## config.mk

```make
export PLATFORM = sky130hd
export DESIGN_NAME = keypad_scanner
export DESIGN_NICKNAME = d
export VERILOG_FILES = /design/src/rtl/keypad_scanner.sv
export SDC_FILE = /design/constraint.sdc
export NUM_CORES = 1
export LEC_CHECK = 0
export ABC_AREA = 1
export CAP_MARGIN = 25
export CORE_MARGIN = 2
export CORE_UTILIZATION = 45
export DETAILED_ROUTE_END_ITERATION = 7
export GPL_ROUTABILITY_DRIVEN = 0
export SLEW_MARGIN = 20
export SYNTH_ARGS = -nofsm -noshare
export SYNTH_HDL_FRONTEND = slang
export SYNTH_SLANG_ARGS = --single-unit
```

## constraint.sdc

```tcl
create_clock -name clk -period 2.65 [get_ports clk]
set_clock_uncertainty 0.2 [all_clocks]
set_input_delay 0.795 -clock clk [delete_from_list [all_inputs] [get_ports clk]]
set_output_delay 0.795 -clock clk [all_outputs]
set_load 0.01 [all_outputs]
```

## src/rtl/keypad_scanner.sv

```systemverilog
// keypad_scanner: 4x4 matrix keypad scanner with press/release debounce and a two-digit key history
module keypad_scanner #(
    parameter int SCAN_CYCLES     = 1000,
    parameter int DEBOUNCE_CYCLES = 50000
) (
    input  logic       clk,
    input  logic       reset,
    input  logic [3:0] col,
    output logic [3:0] row,
    output logic [3:0] num0,
    output logic [3:0] num1,
    output logic       new_key
);
    localparam int CW = $clog2((SCAN_CYCLES > DEBOUNCE_CYCLES ? SCAN_CYCLES : DEBOUNCE_CYCLES) + 1);
    localparam logic [CW-1:0] SCAN_LAST = CW'(SCAN_CYCLES - 1);
    localparam logic [CW-1:0] DB_LAST   = CW'(DEBOUNCE_CYCLES - 1);
    localparam logic [63:0]   KEYS      = 64'hDF0E_C987_B654_A321;
    typedef enum logic [1:0] {SCAN, PRESS_DB, HELD, REL_DB} state_t;
    state_t state, state_n;
    logic [CW-1:0] cnt, cnt_n;
    logic [1:0] r, r_n, c, c_n, c_low;
    logic [3:0] col_m, col_s, num0_n, num1_n;
    logic new_key_n, c_hi;

    always_ff @(posedge clk) begin
        if (reset) begin
            state   <= SCAN;
            cnt     <= '0;
            r       <= 2'd0;
            c       <= 2'd0;
            col_m   <= 4'hF;
            col_s   <= 4'hF;
            row     <= 4'b1110;
            num0    <= 4'h0;
            num1    <= 4'h0;
            new_key <= 1'b0;
        end else begin
            state   <= state_n;
            cnt     <= cnt_n;
            r       <= r_n;
            c       <= c_n;
            col_m   <= col;
            col_s   <= col_m;
            row     <= ~(4'b0001 << r_n);
            num0    <= num0_n;
            num1    <= num1_n;
            new_key <= new_key_n;
        end
    end

    // cnt is shared by every state and restarts on each transition
    always_comb begin
        c_low     = ~col_s[0] ? 2'd0 : ~col_s[1] ? 2'd1 : ~col_s[2] ? 2'd2 : 2'd3;
        c_hi      = col_s[c];
        state_n   = state;
        cnt_n     = cnt + 1'b1;
        r_n       = r;
        c_n       = c;
        num0_n    = num0;
        num1_n    = num1;
        new_key_n = 1'b0;
        case (state)
            SCAN: if (cnt == SCAN_LAST) begin
                cnt_n = '0;
                if (col_s == 4'hF) r_n = r + 2'd1;
                else begin
                    c_n     = c_low;
                    state_n = PRESS_DB;
                end
            end
            PRESS_DB: if (c_hi) begin
                state_n = SCAN;
                cnt_n   = '0;
            end else if (cnt == DB_LAST) begin
                num1_n    = num0;
                num0_n    = KEYS[{r, c, 2'b00} +: 4];
                new_key_n = 1'b1;
                state_n   = HELD;
                cnt_n     = '0;
            end
            HELD: if (c_hi) begin
                state_n = REL_DB;
                cnt_n   = '0;
            end
            REL_DB: if (!c_hi) begin
                state_n = HELD;
                cnt_n   = '0;
            end else if (cnt == DB_LAST) begin
                state_n = SCAN;
                r_n     = r + 2'd1;
                cnt_n   = '0;
            end
        endcase
    end
endmodule

```

# [Word-level counts from Yosys, hierarchy flattened]
# Cells that the tools add are included.
[word_totals] ff_bits=43 out_inout_bits=13 in_bits=6
[classes] n_shift=2 reduce_logical=5 magnitude_cmp=1 add_sub_neg=2 bitwise_logic=4 n_mux=25 n_eq_ne=11
[ops] operator="16-bit two-way mux" count=5
[ops] operator="16-bit case mux with 4 select lines" count=1
[ops] operator="64-bit by 7-bit indexed part select with 4-bit output (first input constant)" count=1
[ops] operator="2-bit two-way mux" count=13
[ops] operator="16-bit by 1-bit adder with 16-bit output (second input constant)" count=1
[ops] operator="16-bit by 10-bit == test with 1-bit output (second input constant)" count=1
[ops] operator="16-bit == test (second input constant)" count=1
[ops] operator="2-bit case mux with 4 select lines" count=1
[ops] operator="2-bit inequality test (second input constant)" count=3
[ops] operator="3-bit inequality test (second input constant)" count=2
[ops] operator="3-bit AND reduction" count=2
[ops] operator="5-bit AND reduction" count=1
[ops] operator="2-bit == test (second input constant)" count=2
[ops] operator="4-bit == test (second input constant)" count=1
[ops] operator="4-bit NOT" count=1
[ops] operator="2-bit case mux with 2 select lines" count=1
[ops] operator="1-bit by 2-bit left shift with 4-bit output (first input constant)" count=1
[ops] operator="2-bit by 3-bit less-than comparator with 1-bit output (second input constant)" count=1
[ops] operator="1-bit two-way mux" count=3
[ops] operator="1-bit NOT" count=3
[ops] operator="3-bit OR reduction" count=1
[ops] operator="2-bit by 1-bit adder with 2-bit output (second input constant)" count=1
[ops] operator="1-bit binary-select mux with 2-bit select" count=1
[ops] operator="2-bit by 1-bit == test with 1-bit output (second input constant)" count=1
[ops] operator="2-bit logical NOT" count=1

# [Longest topological paths before layout]
# Gate-level depths: netlist of the first run.
[depth] ltp_word=6 mapped_depth=13 depth_no_buf=13

# [Worst setup path after synthesis of the first run]
# Ideal clock, no wire load.
[synth_timing] path_kind="reg2reg" startpoint="reg cnt[0]" endpoint="reg cnt[4]" arrival_ns=1.428 path_stages_with_launch=10 setup_slack_ns=0.905 t_required_ns=2.334 path_cell_list="dfxtp_1 -> ha_1 -> nand3_2 -> nor2_2 -> nand2_2 -> nand2_2 -> nand3b_4 -> nand2_4 -> buf_6 -> nor2_2"
[synth_via] elab_chain_len=4 word_cells_on_any_way=9 classes_between="add/sub (1); eq/ne (2); mux (6)"
[synth_rtl] element="from (decl)" line="20" source="logic [CW-1:0] cnt, cnt_n;"
[synth_rtl] element="from (signal assigned)" line="39" source="cnt <= cnt_n;"
[synth_rtl] element="16-bit by 1-bit adder with 16-bit output / 16-bit == test (equally long branches)" line="56, 74, 88"
[synth_rtl] element="16-bit two-way mux" line="74, 88"
[synth_rtl] element="16-bit two-way mux, on equally long branches" line="85, 71"
[synth_rtl] element="16-bit case mux with 4 select lines *" line="62" source="case (state)"
# Mark *: on every way between the ends. The rest lies on a longest branch, timed or not.
# A chain may end at the register's enable or synchronous reset.

# [Worst setup path after layout of the first run]
[layout_timing] startpoint="reg num0[2]" endpoint="out num0[2]"
[layout_lines] element="from (decl)" line="10" source="output logic [3:0] num0,"
[layout_lines] element="from (signal assigned)" line="45" source="num0 <= num0_n;"
# No word-level cell between the ends.

==> results.tsv, run 1 <==
stage	metric	value	unit
drt	number of detailed-route iterations in the first pass	4	
cells_and_area	Post-Route Utilization	53.37	%
cells_and_area	antenna diode count	0	
critical_path	Setup crit start	num0[2]	
power	clock group share of total power	33.0	%
placed_design	dpl hpwl	3285	um
drt	Initial DRC Count	87	
sta	Max transition margin	74.78	%
logic_synthesis	Post-Syn Instances	312	
clock_network	Root Driver	clkbuf_8	
logic_synthesis	count leader, synth	nand2_1	
grt	initial antenna violation count	0	
logic_synthesis	dominant synthesized flop cell	dfxtp_1	
clock_network	worst-skew pair later-pin latency	0.30	ns
sta	Max Fclk	0.4561	GHz
sta	Final TNS setup	0	ns
floorplan	Initial Util	45.98	%
critical_path	Critical Path Fanout Max	3	
drt	Vias	1890	
power	total power	1.555	mW
grt	GRT Total Usage	17.34	%
placed_design	Placement Setup Slack	0.4466	ns
cells_and_area	Nets	352	
power	switching share of total power	29.42	%
logic_synthesis	Post-Synth XOR/XNOR Area	3.422	%
grt	first-pass GRT wire length	7555	um
cells_and_area	P&R area growth vs syn	16.08	%
logic_synthesis	largest family of logic cells by synthesized area	simple AND/OR/NAND/NOR gates	
power	PD cells	581.5	mW/mm^2
power	leakage power	1.163	nW
floorplan	I/O Pins	19	
critical_path	Worst path top cell family by delay	buffers and inverters	
cells_and_area	Fillers	524	
logic_synthesis	Post-Syn Nets	329	
logic_synthesis	synth cell count leaders	nand2_1 (68), dfxtp_1 (43), nor2_1 (35)	
grt	largest net degree at the start of global routing	15	
critical_path	reg2reg end	cnt[7]	
sta	final hold violations	0	
floorplan	DIE AREA	0.005707	mm^2
clock_network	Num CTS Buffers	5	
grt	grt ovf	0	
floorplan	chip height	75.55	um
logic_synthesis	number of synthesized register bits	43	
drt	vias per cell	4.655	
job	max cap viols	0	
clock_network	CTS max path bufs	2	
critical_path	crit start category	flop	
logic_synthesis	post-synthesis mux area share	0	%
cells_and_area	final instance area	0.002674	mm^2
floorplan	Site Rows	26	
logic_synthesis	top-area cell type share of the netlist area	37.37	%
cells_and_area	layout cell share with drive strength beyond 1	17.56	%
run_status	status	finished clean	
clock_network	CTS Sinks	43	
critical_path	WP data arrival	1.20	ns
logic_synthesis	Ys Warns	0	
logic_synthesis	average footprint of a synthesized cell	7.383	um^2
critical_path	critical path, cell by cell	clkdlybuf4s50_1	
sta	Final Cycle Share	82.74	%
drt	Routed Antenna Nets	0	
critical_path	R2R depth	10	
clock_network	clock tree from TritonCTS	built	
critical_path	Crit. End Element	output port	
logic_synthesis	complex-gate fraction of the synthesized area	7.442	%
clock_network	hold-fix buffer count after cts	0	
power	combinational share of power	19.5	%
logic_synthesis	synth top area cells	dfxtp_1 (37%), nand2_1 (11%), ha_1 (6.0%)	
sta	Slew Viols, Final	0	
power	Internal	1.097	mW
drt	drt wl/cell	10.86	um
logic_synthesis	ys async rst share	0	%
logic_synthesis	Synth cell types	33	
sta	Min Clock Period, post-route	2.193	ns
cells_and_area	Seq. cell area	860.8	um^2
power	worst vdd ir	0.2497	mV
sta	Final Worst Setup Slack	0.4574	ns
critical_path	FF-to-FF setup slack	0.61	ns
worst_hold_path	hold crit path type	reg -> reg	
critical_path	WP buf/inv	1	
clock_network	H-tree depth	2	
logic_synthesis	number of synthesized flops with an enable pin	0	
logic_synthesis	sequential area share after synthesis	37.37	%
logic_synthesis	Post-Synth Simple-Gate Area	38.02	%
floorplan	core area	0.005010	mm^2
critical_path	Slowest cell on crit path	clkdlybuf4s50_1	
sta	Least-Margin Pin Slew	0.3777	ns
power	NetSw	0.4574	mW
grt	vias in the first global route	1697	
sta	RSZ-0062 raised after global routing	false	
drt	drt drc	0	
critical_path	CP peak stage delay	0.54	ns
clock_network	setup bufs post-CTS	0	
logic_synthesis	Yosys top cell by area	dfxtp_1	
critical_path	WP depth	1	
clock_network	# resized after CTS	0	
placed_design	Port Buf Inserts	18	
logic_synthesis	synthesized area	0.002303	mm^2
power	Flop pwr share	47.5	%
critical_path	Worst EP required	1.66	ns
clock_network	CTS clock-pin slew for the worst setup and hold paths	0.09	ns
critical_path	r2r startpoint	cnt[0]	
cells_and_area	multi-input logic area	0.001264	mm^2
drt	final WL	4409	um
floorplan	die width	75.55	um
logic_synthesis	synthesized-area fraction occupied by adder cells	5.975	%
critical_path	worst setup path class	reg -> out	
sta	count of final setup violators	0	
placed_design	dpl cell area	0.002561	mm^2
critical_path	crit path capture	num0[2]	
## cell usage in the layout (no fill, tap or decap), drive strengths merged, types with 2 or more instances in the layout
cell type | synthesis | final
o21ai | 16 | 16
a21oi | 7 | 7
clkinv | 0 | 2
or2 | 9 | 9
nand2 | 76 | 76
dfxtp | 43 | 43
nor2 | 52 | 52
xor2 | 9 | 9
clkdlybuf4s50 | 0 | 18
nand4 | 7 | 7
nor3 | 13 | 13
buf | 5 | 4
ha | 11 | 11
clkbuf | 1 | 5
nand3 | 19 | 19
a311oi | 2 | 2
inv | 37 | 37
## stage by stage
stage / hold slack [ns] / cells
global placement: 0.1903 / 398
global route: 0.2338 / 406
detailed placement: 0.1940 / 398
finish: 0.2148 / 406
floorplan: 0.1895 / 312
CTS: 0.2166 / 406
## state kept, by name (all words and copies together) (netlist names), named ones only
signal / flops
cnt: 16
new_key: 1
row: 4
c: 2
r: 2
num0: 4
col_s: 4
num1: 4
col_m: 4
state: 1
## per-layer routing
metal	part of all wire [%]	routed length (um)	vias to the layer above	track usage, %
met4	1.3	57	0	5.263
met3	4.3	190	6	3.968
met1	52	2282	819	24.39
met5	0	0	-	0
met2	43	1879	32	26.57
li1	-	-	1033	-
## logic make-up (layout without fill, tap and decap cells)
kind of cell / Yosys count / in the layout
compound gates: 29 / 29
xor+xnor: 9 / 9
fa+ha+maj: 11 / 11
buf+inv: 43 / 67
flops: 43 / 43
simple gates: 177 / 177
## power groups by stage
stage	clock [mW]	sequential [mW]	combinational [mW]
finish	0.514	0.739	0.303
global route	0.554	0.746	0.351
CTS	0.532	0.739	0.306
detailed placement	0	0.754	0.303
global placement	0	0.754	0.304
floorplan	0	0.737	0.239
## worst min path at each step
| stage | startpoint | slack [ns] | end | depth (start not counted) |
|---|---|---|---|---|
| 2_1_floorplan | col_m[0] | 0.19 | col_s[0] | 1 |
| 3_3_place_gp | col_m[2] | 0.19 | col_s[2] | 1 |
| 3_5_place_dp | col_m[2] | 0.19 | col_s[2] | 1 |
| 4_1_cts | col_m[2] | 0.22 | col_s[2] | 1 |
| 5_1_grt | col_m[3] | 0.23 | col_s[3] | 1 |
| 6_report | col_m[0] | 0.21 | col_s[0] | 1 |
## cell type report
cell class | count | area share (%)
clock buffers | 5 | 2.574
clock inverters | 3 | 1.638
inverters | 37 | 5.194
multi-input cells | 226 | 47.26
flip-flops and latches | 43 | 32.19
well taps | 70 | 3.276
repair buffers | 22 | 7.862
Note: power is estimated with default switching activity, not from simulation.
==> inputs of run 2 (changes only) <==
clock period = 2.2 ns   (was 2.65 ns; I/O delays follow)
==> run 2 against run 1 <==
  * Register-to-register slack got worse by 0.37 ns
  * Sequential share of layout area fell by 0.36 points
  * Wire length up 0.79%
  * Flip-flop and latch count did not move
  * Sequential power rose by 20%
  * Count of clock-buffer cells in the layout up 1
  * Critical path type unchanged
  * Global-route usage rose by 0.21 points
  * Setup slack lost 0.31 ns
==> results.tsv, run 2 (synthesis gave the netlist of run 1 again) <==
stage	metric	value	unit	change
drt	Routed met3 length	117	um	was 190 um
floorplan	Initial Util	45.98	%	unchanged
drt	Vias	1938		was 1,890
drt	number of detailed-route iterations in the first pass	4		unchanged
grt	initial antenna violation count	0		unchanged
floorplan	chip height	75.55	um	unchanged
drt	Initial DRC Count	89		was 87
drt	DRT met1 WL	2357	um	was 2282 um
power	PD cells	704.1	mW/mm^2	was 581.5 mW/mm^2
drt	drt drc	0		unchanged
grt	grt ovf	0		unchanged
sta	Max Fclk	0.4860	GHz	
critical_path	critical path, cell by cell	clkdlybuf4s50_1		unchanged
drt	Routed Antenna Nets	0		unchanged
clock_network	Num CTS Buffers	5		unchanged
sta	final hold violations	0		unchanged
sta	Slew Viols, Final	0		unchanged
placed_design	Port Buf Inserts	18		unchanged
critical_path	CP peak stage delay	0.54	ns	about the same
sta	Min Clock Period, post-route	2.057	ns	
placed_design	dpl hpwl	3325	um	was 3285 um
critical_path	WP data arrival	1.20	ns	about the same
floorplan	core area	0.005010	mm^2	unchanged
critical_path	WP buf/inv	1		unchanged
drt	drt wl/cell	10.92	um	was 10.86 um
drt	Detail Route met2 WL	1899	um	was 1879 um
clock_network	Root Driver	clkbuf_8		unchanged
clock_network	H-tree depth	2		unchanged
critical_path	Slowest cell on crit path	clkdlybuf4s50_1		unchanged
cells_and_area	Nets	353		was 352
clock_network	CTS clock-pin slew for the worst setup and hold paths	0.08	ns	was 0.09 ns
critical_path	Worst EP required	1.34	ns	was 1.66 ns
clock_network	clock tree from TritonCTS	built		unchanged
floorplan	DIE AREA	0.005707	mm^2	unchanged
power	worst vdd ir	0.3252	mV	was 0.2497 mV
drt	vias per cell	4.762		was 4.655
clock_network	worst-skew pair later-pin latency	0.30	ns	about the same
cells_and_area	Post-Route Utilization	53.97	%	was 53.37%
grt	largest net degree at the start of global routing	15		unchanged
drt	final WL	4444	um	was 4409 um
sta	Final TNS setup	0	ns	unchanged
sta	RSZ-0062 raised after global routing	false		unchanged
cells_and_area	most common cell after layout, fill and taps aside	nand2_1		unchanged
run_status	status	finished clean		unchanged
cells_and_area	max reg flops	16		unchanged
cells_and_area	most frequent cells in the layout	nand2_1 (68), dfxtp_1 (43), nor2_1 (35), inv_1 (33)		unchanged
floorplan	I/O Pins	19		unchanged
floorplan	Site Rows	26		unchanged
critical_path	Critical Path Fanout Max	3		unchanged
critical_path	Crit. End Element	output port		unchanged
clock_network	CTS Sinks	43		unchanged
clock_network	hold-fix buffer count after cts	0		unchanged
clock_network	CTS max path bufs	2		unchanged
worst_hold_path	hold crit path type	reg -> reg		unchanged
sta	Final Cycle Share	93.52	%	
cells_and_area	layout cell share with drive strength beyond 1	18.10	%	was 17.56%
sta	Max transition margin	74.58	%	was 74.78%
sta	count of final setup violators	0		unchanged
sta	Least-Margin Pin Slew	0.3807	ns	was 0.3777 ns
grt	vias in the first global route	1680		was 1,697
critical_path	crit start category	flop		unchanged
job	max cap viols	0		unchanged
grt	GRT Total Usage	17.55	%	was 17.34%
floorplan	die width	75.55	um	unchanged
drt	highest metal used	met4		unchanged
cells_and_area	antenna diode count	0		unchanged
critical_path	Worst path top cell family by delay	buffers and inverters		unchanged
cells_and_area	P&R area growth vs syn	17.38	%	was 16.08%
critical_path	worst setup path class	reg -> out		unchanged
power	leakage power	1.176	nW	was 1.163 nW
grt	first-pass GRT wire length	7590	um	was 7555 um
cells_and_area	Largest Register	cnt		unchanged
==> run 2: cell type report <==
class | instances | area (um^2)
clock inverters | 2 | 35.03
repair buffers | 23 | 230.2
flip-flops and latches | 43 | 860.8
multi-input cells | 226 | 1269
clock buffers | 6 | 82.58
inverters | 37 | 138.9
well taps | 70 | 87.58
fillers | 514 | 2306
==> run 2: what timing repair did <==
action / CTS / global route
resized for setup: 0 / 1
setup buffers: 0 / 0
endpoints found under the setup margin: 0 / 4
==> run 2: per-stage QoR <==
| stage | total power [mW] | cells | area [um^2] | hold WS, ns | setup WS [ns] |
|---|---|---|---|---|---|
| 3_5_place_dp | 1.287 | 399 | 2581 | 0.1967 | 0.2025 |
| 4_1_cts | 1.928 | 407 | 2699 | 0.2167 | 0.1345 |
| 3_3_place_gp | 1.286 | 399 | 2581 | 0.1903 | 0.2073 |
| 2_1_floorplan | 1.175 | 312 | 2303 | 0.1895 | 0.4553 |
| 5_1_grt | 2.015 | 407 | 2704 | 0.2256 | 0.06325 |
| 6_report | 1.904 | 407 | 2704 | 0.2129 | 0.1425 |
==> run 2: final timing paths <==
check	startpoint	to	slack, ns	cells past startpoint
max reg2reg	cnt[0]	cnt[5]	0.24	9
max	num0[2]	num0[2]	0.14	1
min	col_m[1]	col_s[1]	0.21	1
min reg2reg	col_m[1]	col_s[1]	0.21	1
==> run 2: where the power goes <==
part | switching, mW | leakage, nW | internal (mW)
Sequential | 0.0545 | 0.349 | 0.834
Clock | 0.266 | 0.0612 | 0.367
Combinational | 0.219 | 0.766 | 0.162
Total | 0.540 | 1.18 | 1.36
==> run 2: per-layer routing <==
layer | vias to the layer above | track usage (%)
met2 | 25 | 25.89
met4 | 0 | 8.187
li1 | 1037 | -
met3 | 7 | 3.175
met5 | - | 0
met1 | 869 | 24.82
